[config.mk]
export PLATFORM = sky130hd
export DESIGN_NAME = tl_a_rr_arbiter_flat
export DESIGN_NICKNAME = d
export VERILOG_FILES = /design/src/rtl/tl_a_rr_arbiter_if.sv /design/src/rtl/tl_a_rr_arbiter.sv /design/src/flat_wrapper.sv
export SDC_FILE = /design/constraint.sdc
export NUM_CORES = 1
export LEC_CHECK = 0
export ABC_CLOCK_PERIOD_IN_PS = 3800
export BUFFER_PORTS_ARGS = -buffer_cell sky130_fd_sc_hd__buf_4
export CAP_MARGIN = 20
export CORE_AREA = 2 2 246 248
export CTS_CLUSTER_DIAMETER = 100
export DETAILED_ROUTE_END_ITERATION = 8
export DIE_AREA = 0 0 248 250
export GPL_ROUTABILITY_DRIVEN = 0
export GPL_TIMING_DRIVEN = 0
export PLACE_DENSITY = 0.32
export SLEW_MARGIN = 5
export SYNTH_ARGS = -nofsm -noshare
export SYNTH_HDL_FRONTEND = slang
export SYNTH_SLANG_ARGS = --single-unit
[constraint.sdc]
create_clock -name clock -period 3.8 [get_ports clock]
set_input_delay 0.19 -clock clock [delete_from_list [all_inputs] [get_ports clock]]
set_output_delay 0.19 -clock clock [all_outputs]
set_load 0.05 [all_outputs]
[src/rtl/tl_a_rr_arbiter_if.sv]
// TileLink A-channel bundle between N requesters and the arbiter.
// The slave modport is the arbiter's view and the master modport is the environment's view.
interface tl_a_rr_arbiter_if #(
  parameter int N      = 4,
  parameter int SIZE_W = 3,
  parameter int SRC_W  = 10,
  parameter int ADDR_W = 33
);
  localparam int GW = (N > 1) ? $clog2(N) : 1;

  logic [N-1:0]        io_in_valid;
  logic [N-1:0]        io_in_ready;
  logic [N*3-1:0]      io_in_bits_opcode;
  logic [N*3-1:0]      io_in_bits_param;
  logic [N*SIZE_W-1:0] io_in_bits_size;
  logic [N*SRC_W-1:0]  io_in_bits_source;
  logic [N*ADDR_W-1:0] io_in_bits_address;
  logic [N*8-1:0]      io_in_bits_mask;
  logic [N*64-1:0]     io_in_bits_data;

  logic                io_out_valid;
  logic                io_out_ready;
  logic [2:0]          io_out_bits_opcode;
  logic [2:0]          io_out_bits_param;
  logic [SIZE_W-1:0]   io_out_bits_size;
  logic [SRC_W-1:0]    io_out_bits_source;
  logic [ADDR_W-1:0]   io_out_bits_address;
  logic [7:0]          io_out_bits_mask;
  logic [63:0]         io_out_bits_data;
  logic [GW-1:0]       io_out_grant;
  logic                io_out_locked;

  modport slave (
    input  io_in_valid, io_in_bits_opcode, io_in_bits_param, io_in_bits_size,
           io_in_bits_source, io_in_bits_address, io_in_bits_mask, io_in_bits_data,
           io_out_ready,
    output io_in_ready, io_out_valid, io_out_bits_opcode, io_out_bits_param,
           io_out_bits_size, io_out_bits_source, io_out_bits_address,
           io_out_bits_mask, io_out_bits_data, io_out_grant, io_out_locked
  );

  modport master (
    output io_in_valid, io_in_bits_opcode, io_in_bits_param, io_in_bits_size,
           io_in_bits_source, io_in_bits_address, io_in_bits_mask, io_in_bits_data,
           io_out_ready,
    input  io_in_ready, io_out_valid, io_out_bits_opcode, io_out_bits_param,
           io_out_bits_size, io_out_bits_source, io_out_bits_address,
           io_out_bits_mask, io_out_bits_data, io_out_grant, io_out_locked
  );
endinterface

[src/rtl/tl_a_rr_arbiter.sv]
// Round-robin TileLink A-channel arbiter with Put-burst locking and a zero-latency output mux.
// Defining TL_ARB_PERF_EN adds io_perf_stall, which holds a saturating stall counter for each requester.
module tl_a_rr_arbiter #(
  parameter int N        = 4,
  parameter int SIZE_W   = 3,
  parameter int SRC_W    = 10,
  parameter int ADDR_W   = 33,
  parameter int BEAT_LG2 = 3
) (
  input  logic clock,
  input  logic reset,
  tl_a_rr_arbiter_if.slave bus
`ifdef TL_ARB_PERF_EN
  ,
  output logic [N*16-1:0] io_perf_stall
`endif
);
  localparam int GW       = (N > 1) ? $clog2(N) : 1;
  localparam int SPAN_MAX = (1 << SIZE_W) - 1 - BEAT_LG2;
  // The counter must be wide enough to hold the beat count of the largest legal burst.
  localparam int BL_W     = (SPAN_MAX > SIZE_W) ? SPAN_MAX : SIZE_W;

  logic [GW-1:0]   last_ptr;
  logic [GW-1:0]   held_idx;
  logic            locked;
  logic            hold;
  logic [BL_W-1:0] beats_left;

  logic [GW-1:0]   rr_idx;
  logic            rr_found;
  logic [GW-1:0]   cand;
  logic [GW-1:0]   sel;
  int              sel_i;
  int              span;
  logic            out_valid;
  logic            fire;
  logic            start_burst;
  logic [BL_W-1:0] beats_init;
  logic [N-1:0]    ready_vec;

  logic [2:0]        m_opcode;
  logic [2:0]        m_param;
  logic [SIZE_W-1:0] m_size;
  logic [SRC_W-1:0]  m_source;
  logic [ADDR_W-1:0] m_address;
  logic [7:0]        m_mask;
  logic [63:0]       m_data;

  always_comb begin
    rr_found = 1'b0;
    rr_idx   = '0;
    cand     = '0;
    for (int k = 1; k <= N; k++) begin
      cand = GW'((int'(last_ptr) + k) % N);
      if (!rr_found && bus.io_in_valid[cand]) begin
        rr_found = 1'b1;
        rr_idx   = cand;
      end
    end
  end

  always_comb begin
    sel       = (locked || hold) ? held_idx : rr_idx;
    sel_i     = int'(sel);
    m_opcode  = bus.io_in_bits_opcode[sel_i*3 +: 3];
    m_param   = bus.io_in_bits_param[sel_i*3 +: 3];
    m_size    = bus.io_in_bits_size[sel_i*SIZE_W +: SIZE_W];
    m_source  = bus.io_in_bits_source[sel_i*SRC_W +: SRC_W];
    m_address = bus.io_in_bits_address[sel_i*ADDR_W +: ADDR_W];
    m_mask    = bus.io_in_bits_mask[sel_i*8 +: 8];
    m_data    = bus.io_in_bits_data[sel_i*64 +: 64];
  end

  always_comb begin
    out_valid = reset && (locked || hold || rr_found) && bus.io_in_valid[sel];
    fire      = out_valid && bus.io_out_ready;
    ready_vec = '0;
    if (fire) ready_vec[sel] = 1'b1;
    span       = int'(m_size) - BEAT_LG2;
    beats_init = '0;
    if (span > 0 && span < 31) beats_init = BL_W'((1 << span) - 1);
    start_burst = fire && !locked && (m_opcode == 3'd0 || m_opcode == 3'd1) && (span > 0);
  end

  // While reset is asserted every output is forced to zero, including the muxed bits.
  always_comb begin
    bus.io_out_valid        = out_valid;
    bus.io_in_ready         = ready_vec;
    bus.io_out_grant        = '0;
    bus.io_out_bits_opcode  = '0;
    bus.io_out_bits_param   = '0;
    bus.io_out_bits_size    = '0;
    bus.io_out_bits_source  = '0;
    bus.io_out_bits_address = '0;
    bus.io_out_bits_mask    = '0;
    bus.io_out_bits_data    = '0;
    if (reset) begin
      bus.io_out_grant        = sel;
      bus.io_out_bits_opcode  = m_opcode;
      bus.io_out_bits_param   = m_param;
      bus.io_out_bits_size    = m_size;
      bus.io_out_bits_source  = m_source;
      bus.io_out_bits_address = m_address;
      bus.io_out_bits_mask    = m_mask;
      bus.io_out_bits_data    = m_data;
    end
  end

  assign bus.io_out_locked = locked;

  always_ff @(posedge clock or negedge reset) begin
    if (!reset) begin
      last_ptr   <= GW'(N - 1);
      held_idx   <= '0;
      locked     <= 1'b0;
      hold       <= 1'b0;
      beats_left <= '0;
    end else begin
      if (fire) begin
        hold <= 1'b0;
      end else if (out_valid) begin
        hold     <= 1'b1;
        held_idx <= sel;
      end
      if (start_burst) begin
        locked     <= 1'b1;
        held_idx   <= sel;
        beats_left <= beats_init;
      end else if (fire && locked) begin
        beats_left <= beats_left - 1'b1;
        if (beats_left == BL_W'(1)) begin
          locked   <= 1'b0;
          last_ptr <= sel;
        end
      end else if (fire) begin
        last_ptr <= sel;
      end
    end
  end

`ifdef TL_ARB_PERF_EN
  logic [15:0] stall_cnt [N];

  always_ff @(posedge clock or negedge reset) begin
    if (!reset) begin
      for (int i = 0; i < N; i++) stall_cnt[i] <= '0;
    end else begin
      for (int i = 0; i < N; i++)
        if (bus.io_in_valid[i] && !ready_vec[i] && stall_cnt[i] != 16'hFFFF)
          stall_cnt[i] <= stall_cnt[i] + 16'd1;
    end
  end

  always_comb begin
    io_perf_stall = '0;
    for (int i = 0; i < N; i++) io_perf_stall[i*16 +: 16] = stall_cnt[i];
  end
`endif
endmodule

[src/flat_wrapper.sv]
// flat-port wrapper written by rule: the top's interface ports become plain ports
module tl_a_rr_arbiter_flat 
#(
  parameter int N        = 4,
  parameter int SIZE_W   = 3,
  parameter int SRC_W    = 10,
  parameter int ADDR_W   = 33,
  parameter int BEAT_LG2 = 3
)
  (clock, reset, bus_io_in_valid, bus_io_in_bits_opcode, bus_io_in_bits_param, bus_io_in_bits_size, bus_io_in_bits_source, bus_io_in_bits_address, bus_io_in_bits_mask, bus_io_in_bits_data, bus_io_out_ready, bus_io_in_ready, bus_io_out_valid, bus_io_out_bits_opcode, bus_io_out_bits_param, bus_io_out_bits_size, bus_io_out_bits_source, bus_io_out_bits_address, bus_io_out_bits_mask, bus_io_out_bits_data, bus_io_out_grant, bus_io_out_locked);
  tl_a_rr_arbiter_if #(.N(N), .SIZE_W(SIZE_W), .SRC_W(SRC_W), .ADDR_W(ADDR_W)) bus_i ();
  input  logic clock;
  input  logic reset;
  input wire logic [$bits(bus_i.io_in_valid)-1:0] bus_io_in_valid;
  input wire logic [$bits(bus_i.io_in_bits_opcode)-1:0] bus_io_in_bits_opcode;
  input wire logic [$bits(bus_i.io_in_bits_param)-1:0] bus_io_in_bits_param;
  input wire logic [$bits(bus_i.io_in_bits_size)-1:0] bus_io_in_bits_size;
  input wire logic [$bits(bus_i.io_in_bits_source)-1:0] bus_io_in_bits_source;
  input wire logic [$bits(bus_i.io_in_bits_address)-1:0] bus_io_in_bits_address;
  input wire logic [$bits(bus_i.io_in_bits_mask)-1:0] bus_io_in_bits_mask;
  input wire logic [$bits(bus_i.io_in_bits_data)-1:0] bus_io_in_bits_data;
  input wire logic [$bits(bus_i.io_out_ready)-1:0] bus_io_out_ready;
  output wire logic [$bits(bus_i.io_in_ready)-1:0] bus_io_in_ready;
  output wire logic [$bits(bus_i.io_out_valid)-1:0] bus_io_out_valid;
  output wire logic [$bits(bus_i.io_out_bits_opcode)-1:0] bus_io_out_bits_opcode;
  output wire logic [$bits(bus_i.io_out_bits_param)-1:0] bus_io_out_bits_param;
  output wire logic [$bits(bus_i.io_out_bits_size)-1:0] bus_io_out_bits_size;
  output wire logic [$bits(bus_i.io_out_bits_source)-1:0] bus_io_out_bits_source;
  output wire logic [$bits(bus_i.io_out_bits_address)-1:0] bus_io_out_bits_address;
  output wire logic [$bits(bus_i.io_out_bits_mask)-1:0] bus_io_out_bits_mask;
  output wire logic [$bits(bus_i.io_out_bits_data)-1:0] bus_io_out_bits_data;
  output wire logic [$bits(bus_i.io_out_grant)-1:0] bus_io_out_grant;
  output wire logic [$bits(bus_i.io_out_locked)-1:0] bus_io_out_locked;
  assign bus_i.io_in_valid = bus_io_in_valid;
  assign bus_i.io_in_bits_opcode = bus_io_in_bits_opcode;
  assign bus_i.io_in_bits_param = bus_io_in_bits_param;
  assign bus_i.io_in_bits_size = bus_io_in_bits_size;
  assign bus_i.io_in_bits_source = bus_io_in_bits_source;
  assign bus_i.io_in_bits_address = bus_io_in_bits_address;
  assign bus_i.io_in_bits_mask = bus_io_in_bits_mask;
  assign bus_i.io_in_bits_data = bus_io_in_bits_data;
  assign bus_i.io_out_ready = bus_io_out_ready;
  assign bus_io_in_ready = bus_i.io_in_ready;
  assign bus_io_out_valid = bus_i.io_out_valid;
  assign bus_io_out_bits_opcode = bus_i.io_out_bits_opcode;
  assign bus_io_out_bits_param = bus_i.io_out_bits_param;
  assign bus_io_out_bits_size = bus_i.io_out_bits_size;
  assign bus_io_out_bits_source = bus_i.io_out_bits_source;
  assign bus_io_out_bits_address = bus_i.io_out_bits_address;
  assign bus_io_out_bits_mask = bus_i.io_out_bits_mask;
  assign bus_io_out_bits_data = bus_i.io_out_bits_data;
  assign bus_io_out_grant = bus_i.io_out_grant;
  assign bus_io_out_locked = bus_i.io_out_locked;
  tl_a_rr_arbiter #(.N(N), .SIZE_W(SIZE_W), .SRC_W(SRC_W), .ADDR_W(ADDR_W), .BEAT_LG2(BEAT_LG2)) u_core (.clock(clock), .reset(reset), .bus(bus_i));
endmodule
==> Implementation_results.wiki <==
{| class="wikitable"
! Metric !! Value
|-
| Fin. max-slew vios || 0
|-
| Number of port buffers || 634
|-
| Vias in the first global route || 9805
|-
| Worst Path Max Fanout || 9
|-
| Total Negative Setup Slacks || 0 ps
|-
| Met3 WL || 3.40 mm
|-
| Total global routing overflow || 0
|-
| Delay of the slowest cell on the worst path || 470 ps
|-
| Headroom to the max-slew limit || 0.505
|-
| I/O pin count || 635
|-
| Post-CTS clock slew at the launch and capture registers of the worst setup and hold paths || 50 ps
|-
| Final period demand of the worst path || 3610 ps
|-
| Fraction of final layout cells with drive strength greater than 1 || 0.412
|-
| Type of the worst min-delay path || in -> reg
|-
| Maximum clock skew at final layout || 5.15 ps
|-
| Arr. time, crit path || 3730 ps
|-
| Number of iterations in the first detailed-routing pass || 5
|-
| Sequential cell area fraction in the yosys report || 0.0494
|-
| Area grow syn2layout || 117%
|-
| Root buffer cell || sky130_fd_sc_hd__clkbuf_16
|-
| Count of endpoints failing hold in the final timing report || 0
|-
| Series of cell instances along the critical path || buf_2 > or2_1 > nand2_1 > o41ai_4 > buf_4 > buf_12 > a21oi_1 > a22oi_2 > ha_1 > ha_1 > inv_1 > a21o_1 > or4_4 > a21boi_2 > mux2_1
|-
| Transition time at the pin with the least slew margin || 743 ps
|-
| TritonCTS clock tree || built
|-
| Dominant cell type by count on the critical path || sky130_fd_sc_hd__ha_1
|-
| Max-cap viol count || 0
|-
| Yosys warning count || 0
|-
| Global-route total usage across every layer || 0.145
|-
| Top routing layer used || met4
|-
| Detailed-route wire length || 48.5 mm
|-
| Setup Crit Path Kind || reg -> reg
|-
| CTS H-Tree Depth || 1
|-
| Maximum ir drop on the vdd rail || 0.396 mV
|-
| Netlist Area Pre-Place || 5120 sq um
|-
| Met1 WL || 19.1 mm
|-
| Kind of start point of the critical path || flop
|-
| Number of nets in the layout || 2204
|-
| Global-route wire length before repair || 66.5 mm
|-
| Post-synthesis net count || 1558
|-
| Source-to-sink clock delay at the later pin of the worst-skew pair || 250 ps
|-
| Wire length per cell || 19.6 um
|-
| Flip-flop and latch count after synthesis || 10
|-
| Result of the run || complete, no violations
|-
| Die outline area || 62000 sq um
|-
| Req. time, crit path || 3920 ps
|-
| Count of mapped cells out of synthesis || 1050
|-
| Largest net degree at the start of global routing || 14
|-
| Sort of element at the end of the critical path || flop
|-
| Tcrit/Tclk final || 0.950
|-
| Horizontal die dimension || 248 um
|-
| Total met2 wirelength after detailed routing || 25.3 mm
|-
| Antenna violations before repair || 0
|-
| Final HPWL from detailed placement || 41.3 mm
|-
| Power per Cell Area || 1020 nW/um^2
|-
| Number of sinks handled by clock tree synthesis || 10
|-
| Static leakage || 5.97 nW
|-
| Post-Syn Area per Cell || 4.87 sq um
|-
| Cell with the largest stage delay on the worst path || sky130_fd_sc_hd__or4_4
|-
| Vias per cell || 3.91
|-
| Core outline area || 59600 sq um
|-
| Number of vias after detailed routing || 9695
|-
| Number of non-filler instances in the completed layout || 2478
|-
| Count of distinct cell types in the synthesized netlist || 44
|-
| Y dimension of the die || 250 um
|-
| Unrepaired setup endpoints after global routing || true
|-
| Total number of placement rows || 90
|-
| Post-route ant nets || 0
|-
| Effective utilization at floorplan || 0.0859
|-
| Maximum number of buffers from clock root to sink || 2
|-
| TritonCTS Buffers || 3
|-
| Final number of setup-violating endpoints || 0
|-
| Highest clock rate || 277 MHz
|-
| Inst Count DP || 2469
|-
| Initial drt markers || 460
|-
| Remaining design rule violation count || 0
|}
## worst paths after layout
check,from,to,slack (ps),depth (start not counted)
worst max-delay path,u_core.bus.io_out_locked,u_core.held_idx[1],190,15
worst min-delay path,bus_io_out_ready,u_core.held_idx[0],320,3
worst max register to register,u_core.bus.io_out_locked,u_core.held_idx[1],190,15
worst min register to register,u_core.held_idx[1],u_core.held_idx[1],500,1
max in group asynchronous,reset,u_core.last_ptr[1],3220,2
min in group asynchronous,reset,u_core.beats_left[3],340,2
## metal layers
layer,GRT usage,vias up
met2,0.275,395
met5,0,-
met1,0.170,4468
li1,-,4803
met3,0.0274,29
met4,0.0204,0
## registers in the layout, indices dropped and copies added, names as in the netlist
name	count
u_core.bus.io_out_locked	1
u_core.hold	1
u_core.last_ptr	2
u_core.beats_left	4
u_core.held_idx	2
## per-stage QoR
step / setup WS, ps / cell area, sq um / total power [mW] / hold WS [ps] / utilization
after floorplan: 279 / 5120 / 6.96 / -106 / -
after global placement: -623 / 10900 / 11.1 / 44.7 / 0.182
after detailed placement: -460 / 10900 / 11.1 / 49.3 / 0.183
after CTS: 20.9 / 11100 / 11.4 / 323 / 0.186
after global routing: -50.9 / 11100 / 12.2 / 346 / 0.187
final: 190 / 11100 / 11.3 / 323 / 0.187
## final cells by class
cell class,count,area [sq um]
well taps,782,978
clock buffers,4,88.8
fillers,7012,48500
flip-flops and latches,10,253
multi-input cells,935,4490
inverters,7,26.3
plain buffers,98,430
diodes,1,2.50
repair buffers,641,4840
## repair_timing
action                                  CTS  global route
setup buffers                             3             0
hold endpoints to repair                  8             0
hold buffers                              1             0
endpoints found under the setup margin  130            75
pin swaps                                 1             0
resized for setup                        28            27
## placed cells by master, fill, tap and decap left out, types with 4 or more instances in the layout
cell type | netlist | routed
sky130_fd_sc_hd__nor2_1 | 5 | 4
sky130_fd_sc_hd__inv_1 | 7 | 7
sky130_fd_sc_hd__a21oi_1 | 13 | 13
sky130_fd_sc_hd__nor3_1 | 7 | 7
sky130_fd_sc_hd__ha_1 | 5 | 5
sky130_fd_sc_hd__nand3_1 | 242 | 242
sky130_fd_sc_hd__nand2_1 | 487 | 487
sky130_fd_sc_hd__buf_4 | 0 | 637
sky130_fd_sc_hd__dfrtp_1 | 8 | 8
sky130_fd_sc_hd__and2_1 | 8 | 8
sky130_fd_sc_hd__and3_1 | 120 | 120
sky130_fd_sc_hd__buf_1 | 9 | 8
sky130_fd_sc_hd__clkbuf_2 | 0 | 35
sky130_fd_sc_hd__mux2i_1 | 8 | 7
sky130_fd_sc_hd__nand2b_1 | 4 | 4
sky130_fd_sc_hd__clkbuf_1 | 84 | 49
## Yosys cell counts (all sizes together)
library cell	count	share of area
xnor2	1	0.0017
o2111ai	1	0.0017
dfrtp	8	0.039
nand3	242	0.24
clkbuf	84	0.062
a22oi	5	0.0093
and3	120	0.15
or2	1	0.0012
o221ai	1	0.0017
a21o	1	0.0015
o21ai	2	0.0020
dfstp	2	0.010
o41ai	1	0.0054
mux2	3	0.0066
nand2b	4	0.0049
mux2i	9	0.018
a21oi	13	0.013
a21boi	1	0.0022
and2	8	0.0098
nor3	7	0.0068
o41a	1	0.0022
nor2b	1	0.0012
o21a	1	0.0015
or3	1	0.0012
nand2	487	0.36
inv	7	0.0051
ha	5	0.012
o22a	3	0.0051
o211ai	1	0.0015
nor4	2	0.0037
buf	14	0.011
or4	2	0.0037
nor2	5	0.0037
a211oi	2	0.0029
a21bo	1	0.0020
o22ai	2	0.0037
o2bb2ai	1	0.0017
## where the power goes
group          leakage, nW  switching, mW  internal [mW]
Sequential           0.115         0.0438          0.162
Clock               0.0442         0.0608          0.159
Combinational         5.81           7.58           3.28
## cells by family after synthesis
kind of cell,after synthesis,share of synthesized area
AO/OA/AOI/OAI,37,0.0570
XOR/XNOR,1,0.00171
adder cells (fa/ha/maj),5,0.0122
buffers and inverters,105,0.0782
flip-flops,10,0.0494
multiplexers,12,0.0249
AND/OR/NAND/NOR,880,0.777
## critical path: cells and delay by family (launching register included)
| kind | cells | cell delay, ps |
|---|---|---|
| AO/OA/AOI/OAI | 5 | 740 |
| adder cells (fa/ha/maj) | 2 | 560 |
| buffers and inverters | 4 | 560 |
| flip-flops | 1 | 380 |
| multiplexers | 1 | 340 |
| AND/OR/NAND/NOR | 3 | 910 |
(Power assumes the default switching activity.)
